==> src/rtl/cpu_pkg.sv <==
// ============================================================================
// Module      : cpu_pkg
// Description : Shared widths and index/word types for the CPU register file.
// Revision    : 1.0 - initial release
// ============================================================================
`default_nettype none

package cpu_pkg;

   localparam int c_DEF_DATA_W = 8;
   localparam int c_DEF_ADDR_W = 3;

   typedef logic [c_DEF_DATA_W-1:0] word_t;
   typedef logic [c_DEF_ADDR_W-1:0] ridx_t;

endpackage : cpu_pkg

`default_nettype wire

==> src/rtl/cpu_regfile_rdport.sv <==
// ============================================================================
// Module      : cpu_regfile_rdport
// Description : One registered read port: index decode, R0 mask, write bypass.
// Revision    : 1.0 - initial release
// ============================================================================
`default_nettype none

module cpu_regfile_rdport
   import cpu_pkg::*;
#(
   parameter int DATA_W  = c_DEF_DATA_W,
   parameter int ADDR_W  = c_DEF_ADDR_W,
   parameter int ZERO_R0 = 0,
   parameter int BYPASS  = 1
) (
   input  logic                             clk,
   input  logic                             rst,
   input  logic                             i_rd_en,
   input  logic [ADDR_W-1:0]                i_rd_addr,
   input  logic [(2**ADDR_W)*DATA_W-1:0]    i_regs,
   input  logic [(2**ADDR_W)-1:0]           i_pend,
   input  logic                             i_wr_en,
   input  logic [ADDR_W-1:0]                i_waddr,
   input  logic [DATA_W-1:0]                i_wdata,
   output logic [DATA_W-1:0]                o_rd_data,
   output logic                             o_rd_valid,
   output logic                             o_rd_busy
);

   localparam logic [ADDR_W-1:0] c_R0 = '0;

   logic              w_is_r0;
   logic              w_hit;
   logic [DATA_W-1:0] w_next;
   logic [DATA_W-1:0] r_rd_data;
   logic              r_rd_valid;

   assign w_is_r0 = (ZERO_R0 != 0) && (i_rd_addr == c_R0);
   assign w_hit   = (BYPASS != 0) && i_wr_en && (i_waddr == i_rd_addr);

   // Hardwired zero outranks bypass so R0 can never forward a write.
   always_comb begin
      w_next = '0;
      if (w_is_r0) begin
         w_next = '0;
      end else if (w_hit) begin
         w_next = i_wdata;
      end else begin
         w_next = i_regs[i_rd_addr*DATA_W +: DATA_W];
      end
   end

   assign o_rd_busy = i_pend[i_rd_addr] && !w_is_r0;

   always_ff @(posedge clk or negedge rst) begin
      if (!rst) begin
         r_rd_data  <= '0;
         r_rd_valid <= 1'b0;
      end else begin
         r_rd_valid <= i_rd_en;
         if (i_rd_en) begin
            r_rd_data <= w_next;
         end
      end
   end

   assign o_rd_data  = r_rd_data;
   assign o_rd_valid = r_rd_valid;

endmodule : cpu_regfile_rdport

`default_nettype wire

==> src/rtl/cpu_regfile.sv <==
// ============================================================================
// Module      : cpu_regfile
// Description : Multi-read-port register file with write bypass and scoreboard.
// Revision    : 1.0 - initial release
// ============================================================================
`default_nettype none

module cpu_regfile
   import cpu_pkg::*;
#(
   parameter int DATA_W  = c_DEF_DATA_W,
   parameter int ADDR_W  = c_DEF_ADDR_W,
   parameter int NUM_RD  = 2,
   parameter int ZERO_R0 = 0,
   parameter int BYPASS  = 1
) (
   input  logic                       clk,
   input  logic                       rst,
   input  logic                       we,
   input  logic [ADDR_W-1:0]          waddr,
   input  logic [DATA_W-1:0]          wdata,
   input  logic [NUM_RD-1:0]          rd_en,
   input  logic [NUM_RD*ADDR_W-1:0]   rd_addr,
   output logic [NUM_RD*DATA_W-1:0]   rd_data,
   output logic [NUM_RD-1:0]          rd_valid,
   output logic [NUM_RD-1:0]          rd_busy,
   input  logic                       claim,
   input  logic [ADDR_W-1:0]          caddr,
   output logic [(2**ADDR_W)-1:0]     pend_vec
);

   localparam int                c_DEPTH = 2**ADDR_W;
   localparam logic [ADDR_W-1:0] c_R0    = '0;

   logic [DATA_W-1:0]         r_regs [c_DEPTH];
   logic [c_DEPTH-1:0]        r_pend;
   logic [c_DEPTH-1:0]        w_pend_next;
   logic [c_DEPTH*DATA_W-1:0] w_regs_flat;
   logic                      w_wr_ok;
   logic                      w_claim_ok;

   assign w_wr_ok    = we    && !((ZERO_R0 != 0) && (waddr == c_R0));
   assign w_claim_ok = claim && !((ZERO_R0 != 0) && (caddr == c_R0));

   always_ff @(posedge clk or negedge rst) begin
      if (!rst) begin
         for (int i = 0; i < c_DEPTH; i++) begin
            r_regs[i] <= '0;
         end
      end else if (w_wr_ok) begin
         r_regs[waddr] <= wdata;
      end
   end

   // Claim is applied after the write clear: a new producer keeps the entry pending.
   always_comb begin
      w_pend_next = r_pend;
      if (w_wr_ok) begin
         w_pend_next[waddr] = 1'b0;
      end
      if (w_claim_ok) begin
         w_pend_next[caddr] = 1'b1;
      end
   end

   always_ff @(posedge clk or negedge rst) begin
      if (!rst) begin
         r_pend <= '0;
      end else begin
         r_pend <= w_pend_next;
      end
   end

   assign pend_vec = r_pend;

   generate
      for (genvar gi = 0; gi < c_DEPTH; gi++) begin : g_flat
         assign w_regs_flat[gi*DATA_W +: DATA_W] = r_regs[gi];
      end

      for (genvar gp = 0; gp < NUM_RD; gp++) begin : g_rdport
         cpu_regfile_rdport #(
            .DATA_W  (DATA_W),
            .ADDR_W  (ADDR_W),
            .ZERO_R0 (ZERO_R0),
            .BYPASS  (BYPASS)
         ) u_rdport (
            .clk        (clk),
            .rst        (rst),
            .i_rd_en    (rd_en[gp]),
            .i_rd_addr  (rd_addr[gp*ADDR_W +: ADDR_W]),
            .i_regs     (w_regs_flat),
            .i_pend     (r_pend),
            .i_wr_en    (w_wr_ok),
            .i_waddr    (waddr),
            .i_wdata    (wdata),
            .o_rd_data  (rd_data[gp*DATA_W +: DATA_W]),
            .o_rd_valid (rd_valid[gp]),
            .o_rd_busy  (rd_busy[gp])
         );
      end
   endgenerate

endmodule : cpu_regfile

`default_nettype wire

==> config.mk <==
export PLATFORM = sky130hd
export DESIGN_NAME = cpu_regfile
export DESIGN_NICKNAME = d
export VERILOG_FILES = /design/src/rtl/cpu_pkg.sv /design/src/rtl/cpu_regfile_rdport.sv /design/src/rtl/cpu_regfile.sv
export SDC_FILE = /design/constraint.sdc
export NUM_CORES = 1
export LEC_CHECK = 0
export ABC_AREA = 1
export CELL_PAD_IN_SITES_DETAIL_PLACEMENT = 1
export CELL_PAD_IN_SITES_GLOBAL_PLACEMENT = 2
export CORE_ASPECT_RATIO = 1.4
export CORE_MARGIN = 10
export CORE_UTILIZATION = 29
export DETAILED_ROUTE_END_ITERATION = 8
export GPL_TIMING_DRIVEN = 1
export PLACE_DENSITY = 0.81
export SLEW_MARGIN = 20
export SYNTH_ARGS = -nofsm -noshare
export SYNTH_HDL_FRONTEND = slang
export SYNTH_SLANG_ARGS = --single-unit
==> constraint.sdc <==
create_clock -name clk -period 1.3 [get_ports clk]
set_clock_uncertainty 0.1 [all_clocks]
set_input_delay 0.26 -clock clk [delete_from_list [all_inputs] [get_ports clk]]
set_output_delay 0.26 -clock clk [all_outputs]
set_load 0.01 [all_outputs]
# Word level (Yosys, flattened, before mapping)
# Cells that the tools add are included.
[classes]
n_lt_le_gt_ge = 8
n_eq_ne = 2
shifts = 2
mux = 15
bitwise = 4
reduce_logical = 5
[ops]
columns = ["cell", "count"]
rows = [
  ["$shiftx A64 B7 Y8", 2],
  ["$bwmux W64", 1],
  ["$mux W8", 5],
  ["$demux W8 S3", 1],
  ["$lt A3 B4 Y1 const B", 4],
  ["$and A8 B8 Y8", 1],
  ["$not A8 Y8", 1],
  ["$or A8 B8 Y8", 1],
  ["$bmux W1 S3", 2],
  ["$demux W1 S3", 2],
  ["$eq A3 B3 Y1", 2],
  ["$ge A3 B1 Y1 const B", 2],
  ["$logic_and A1 B1 Y1", 5],
  ["$ge A4 B4 Y1 const B", 1],
  ["$lt A4 B1 Y1 const B", 1],
  ["$mux W1", 4],
  ["$not A3 Y4", 1],
]
[word_totals]
ff_bits = 90
inputBits = 26
out_inout_bits = 28
wordCells = 49

# Depth between registers and ports, before layout
[logic_depth]
word_depth = 9
ltp_mapped = 9
mapped_depth_nobuf = 8

# Cells and area by module
# A second synthesis with hierarchy kept.
[hier_totals]
hier_cells = 787
area_unflattened_um2 = 5403.9
[modules_own_cells]
columns = ["mod", "instances", "cells_per_inst", "area_each_um2", "seq_area_each_um2"]
rows = [
  ["cpu_regfile", 1, 331, 2889.0, 1801.7],
  ["cpu_regfile_rdport", 2, 228, 1257.5, 225.2],
]

# Worst setup path before layout
# Ideal clock, no wire load.
[synth_timing]
path_type = "input to output"
startpoint = "in rd_addr[0]"
endpoint = "out rd_busy[0]"
t_arrival_ns = 1.096
t_required_ns = 0.940
setup_slack_ns = -0.156
cell_stages = 7
path_buffers = 3
path_cell_list = "buf_2 -> clkbuf_1 -> o21ai_0 -> o21ai_0 -> nand2_1 -> nand2_1 -> buf_4"
[synth_via]
elab_chain_cells = 2
[synth_rtl]
columns = ["item", "line", "source"]
rows = [
  ["start: declaration", "cpu_regfile.sv:23", "input logic [NUM_RD*ADDR_W-1:0] rd_addr,"],
  ["$bmux W1 S3", "cpu_regfile_rdport.sv:53", "assign o_rd_busy = i_pend[i_rd_addr] && !w_is_r0;"],
  ["$mux W1 (implied by the code)", "cpu_regfile_rdport.sv:53", ""],
  ["end: declaration", "cpu_regfile.sv:26", "output logic [NUM_RD-1:0] rd_busy,"],
]
# No other way between the ends. The select of a mux whose other input is x is not followed.

# Worst setup path in the final report
[layout_timing]
startpoint = "reg r_pend[5] (netlist: pend_vec[5])"
endpoint = "out rd_busy[0]"
[layout_via]
elab_chain_cells = 2
[layout_rtl]
columns = ["item", "line", "source"]
rows = [
  ["start: declaration", "cpu_regfile.sv:36", "logic [c_DEPTH-1:0] r_pend;"],
  ["start signal: assignment", "cpu_regfile.sv:70", "r_pend <= w_pend_next;"],
  ["$bmux W1 S3", "cpu_regfile_rdport.sv:53", ""],
  ["$mux W1 (implied by the code)", "cpu_regfile_rdport.sv:53", ""],
]
# No other way between the ends. The select of a mux whose other input is x is not followed.

==> impl_metrics.json <==
{
  "grt_setup_unrepaired": "yes",
  "timing.final.setup_violations": 10,
  "finalNetCount": 881,
  "worst-slew-pin-transition_ps": 395,
  "tritoncts_num_sinks": 90,
  "clk_pin_slew_worst_paths_ps": 70,
  "crit_path_max_fanout": 3,
  "cell_internal_pwr_mw": 6.22,
  "endpoint_kind": "output pin",
  "drtAntennaViolNets": 0,
  "min_period_over_period_pct": 131,
  "die-width_um": 132,
  "floorplan.rows": 57,
  "worst_setup_path_start_kind": "flop",
  "synthesis.instances": 739,
  "worst_ep_required_time_ps": 940,
  "reg2reg_to": "g_rdport[1].u_rdport.o_rd_data[3]",
  "power.ir.vdd_worst_uv": 846,
  "timing.fmax_ghz": 0.587,
  "gpl.final_weighted_congestion": 0.859,
  "drt-pass1-iter-count": 4,
  "synth.net_count": 765,
  "final_layout_size_suffix_gt1_share_pct": 25.0,
  "violations": "negative setup slack",
  "grt_max_degree": 27,
  "htree_levels": 3,
  "power_leakage_nw": 3.43,
  "finalWirelength_mm": 21.1,
  "grtUsageTotal_pct": 18.2,
  "route.vias.total": 5417,
  "via_per_inst": 4.94,
  "core_ar_sq_um": 17300,
  "detail_route.drc_violations": 0,
  "worst_r2r_startpoint": "r_regs[11]",
  "synth.yosys.warnings": 0,
  "drt_iter0_drc": 279,
  "worst_path_largest_cell_delay_ps": 370,
  "worst_slew_margin_rel_pct": 73.7,
  "netlist_top_cells_area": "sky130_fd_sc_hd__dfrtp_1 (44%), sky130_fd_sc_hd__nand2_1 (19%), sky130_fd_sc_hd__nand3_1 (12%)",
  "report.final.hold_viol_count": 0,
  "status": "finished, violations left",
  "avgRoutedWirePerCell_um": 19.3,
  "cts-buffers-inserted": 9,
  "pwr_per_cell_area_nw_per_um2": 1320,
  "switchingPower_mw": 3.09,
  "ctsLongestPathBuffers": 2,
  "clockRootBuffer": "sky130_fd_sc_hd__clkbuf_16",
  "port_buffers": 53,
  "grt_antenna_before_repair": 0,
  "critical_path_s_slowest_cell": "sky130_fd_sc_hd__dfrtp_1",
  "dp.final_hpwl_mm": 15.3,
  "post-layout-total-power_mw": 9.32,
  "switching_share_pct": 33.2,
  "postSynthRegisterBits": 90,
  "worst-r2r-cell-count": 6,
  "grt_pass1_wl_mm": 33.2,
  "worst-r2r-setup-slack_ps": 110,
  "insertedDiodeCount": 0,
  "tritoncts": "built",
  "height_of_the_die_um": 177,
  "critical_path_arrival_ps": 1340,
  "globalRoute.totalOverflow": 0,
  "critical_path_class": "reg2out",
  "die-area_sq_um": 23300,
  "final_period_minus_worst_setup_slack_ps": 1700,
  "synth.yosys.seq_area_share_pct": 44.2,
  "synthToLayoutAreaGrowth_pct": 38.8,
  "layout_setup_ws_ps": -404,
  "drv_cap": 0,
  "hp-class": "in2async",
  "initial_core_util_pct": 29.4,
  "clk_latency_ps": 360,
  "synthDistinctLibCells": 19,
  "io_pins": 54,
  "first_global_vias": 6017,
  "seqPwrFrac_pct": 39.7,
  "p_clk_share_pct": 32.0,
  "netlist_area_before_placement_sq_um": 5090,
  "slew_violations": 0,
  "combinationalPowerShare_pct": 28.3,
  "fin_worst_hold_slack_ps": 270,
  "library_cell_with_the_largest_summed_area_after_synthesis": "sky130_fd_sc_hd__dfrtp_1",
  "synthesis.area_per_instance_sq_um": 6.89,
  "yosys.area.top_type_share_pct": 44.2,
  "critical_path.cell_chain": "inv_2, a21oi_2, o21ai_1, o21ai_1, nand2_1, nand2_1, buf_2"
}
-- registers in the layout, summed over array words and instances, names as in the netlist --
name,cells
g_rdport.u_rdport.o_rd_data,16
g_rdport.u_rdport.o_rd_valid,2
pend_vec,8
r_regs,64
-- worst max path at each step --
stage	from	end	slack (ps)	depth (start not counted)
floorplan	rd_addr[0]	rd_busy[0]	-10	8
global placement	rd_addr[3]	rd_busy[1]	-1030	8
detailed placement	rd_addr[3]	g_rdport[1].u_rdport.o_rd_data[3]	-1050	11
CTS	pend_vec[7]	rd_busy[0]	-420	6
global route	pend_vec[5]	rd_busy[0]	-550	7
finish	pend_vec[5]	rd_busy[0]	-400	7
-- layer usage --
metal	part of all wire, %	track usage (%)	routed length [um]
met1	39	19.7	8340
met2	53	33.4	11300
met3	3.1	2.95	665
met4	4.0	9.53	856
met5	0	0	0
-- critical path, delay by kind of cell (launching register included) --
family	cells	cell delay [ps]
AO/OA/AOI/OAI	3	290
buffers and inverters	2	200
flip-flops	1	370
AND/OR/NAND/NOR	2	130
-- final cells by class --
| cell class | instances | area (sq um) |
|---|---|---|
| Tap cell | 236 | 295 |
| Timing Repair Buffer | 148 | 1410 |
| Inverter | 78 | 314 |
| Fill cell | 2134 | 10300 |
| Clock inverter | 6 | 88.8 |
| Sequential cell | 90 | 2250 |
| Clock buffer | 10 | 239 |
| Multi-Input combinational cell | 528 | 2460 |
-- cells in the mapped netlist (all sizes together) --
cell type and instances:
a21oi 13, clkbuf 12, o22ai 2, inv 75
dfrtp 90, nor2 49, nand2 256, nand3 118
clkinv 3, o21ai 90, buf 31
-- metrics by stage --
stage,instance area (sq um),cells,utilization [%],worst slack [ps],TNS (ps)
2_1_floorplan,5170,739,-,-12.1,-19.1
3_3_place_gp,6380,1061,36.8,-1030,-55850
3_5_place_dp,6380,1061,36.8,-1050,-59450
4_1_cts,6930,1091,40.0,-416,-1440
5_1_grt,7070,1096,40.8,-548,-1780
6_report,7070,1096,40.8,-404,-1270
-- cells by family (layout without fill, tap and decap cells) --
logic type,Yosys count,after routing,synth area share [%]
AOI/OAI and AO/OA,105,105,11.1
buffers and inverters,121,242,9.85
DFF,90,90,44.2
and+or+nand+nor,423,423,34.8
-- placed cells by master, fill, tap and decap left out, types with 2 or more instances in the layout --
cell type	instances
sky130_fd_sc_hd__a21oi_1	7
sky130_fd_sc_hd__a21oi_2	6
sky130_fd_sc_hd__buf_12	11
sky130_fd_sc_hd__buf_2	22
sky130_fd_sc_hd__buf_4	60
sky130_fd_sc_hd__buf_6	31
sky130_fd_sc_hd__buf_8	2
sky130_fd_sc_hd__bufinv_16	2
sky130_fd_sc_hd__clkbuf_16	11
sky130_fd_sc_hd__clkbuf_2	3
sky130_fd_sc_hd__clkdlybuf4s50_1	14
sky130_fd_sc_hd__clkinv_1	2
sky130_fd_sc_hd__clkinvlp_4	3
sky130_fd_sc_hd__dfrtp_1	90
sky130_fd_sc_hd__inv_1	57
sky130_fd_sc_hd__inv_2	14
sky130_fd_sc_hd__inv_4	2
sky130_fd_sc_hd__inv_6	2
sky130_fd_sc_hd__nand2_1	245
sky130_fd_sc_hd__nand2_2	9
sky130_fd_sc_hd__nand3_1	115
sky130_fd_sc_hd__nand3_2	3
sky130_fd_sc_hd__nor2_1	31
sky130_fd_sc_hd__nor2_2	11
sky130_fd_sc_hd__nor2_4	7
sky130_fd_sc_hd__o21ai_0	24
sky130_fd_sc_hd__o21ai_1	56
sky130_fd_sc_hd__o21ai_2	10
sky130_fd_sc_hd__o22ai_1	2
-- what timing repair did --
item	CTS	global route
hold buffers	1	0
endpoints found under the setup margin	115	79
pin swaps	11	10
setup buffers	14	8
gates cloned	1	2
endpoints found under the hold margin	17	0
gates resized for setup	207	42
-- power by group through the flow --
stage | registers [mW] | logic, mW | clock network (mW)
2_1_floorplan | 3.70 | 1.30 | 0
3_3_place_gp | 3.73 | 2.37 | 0
3_5_place_dp | 3.75 | 2.45 | 0
4_1_cts | 3.70 | 2.58 | 3.02
5_1_grt | 3.77 | 2.95 | 3.14
6_report | 3.70 | 2.63 | 2.98
Power figures use the tool's default switching activity.
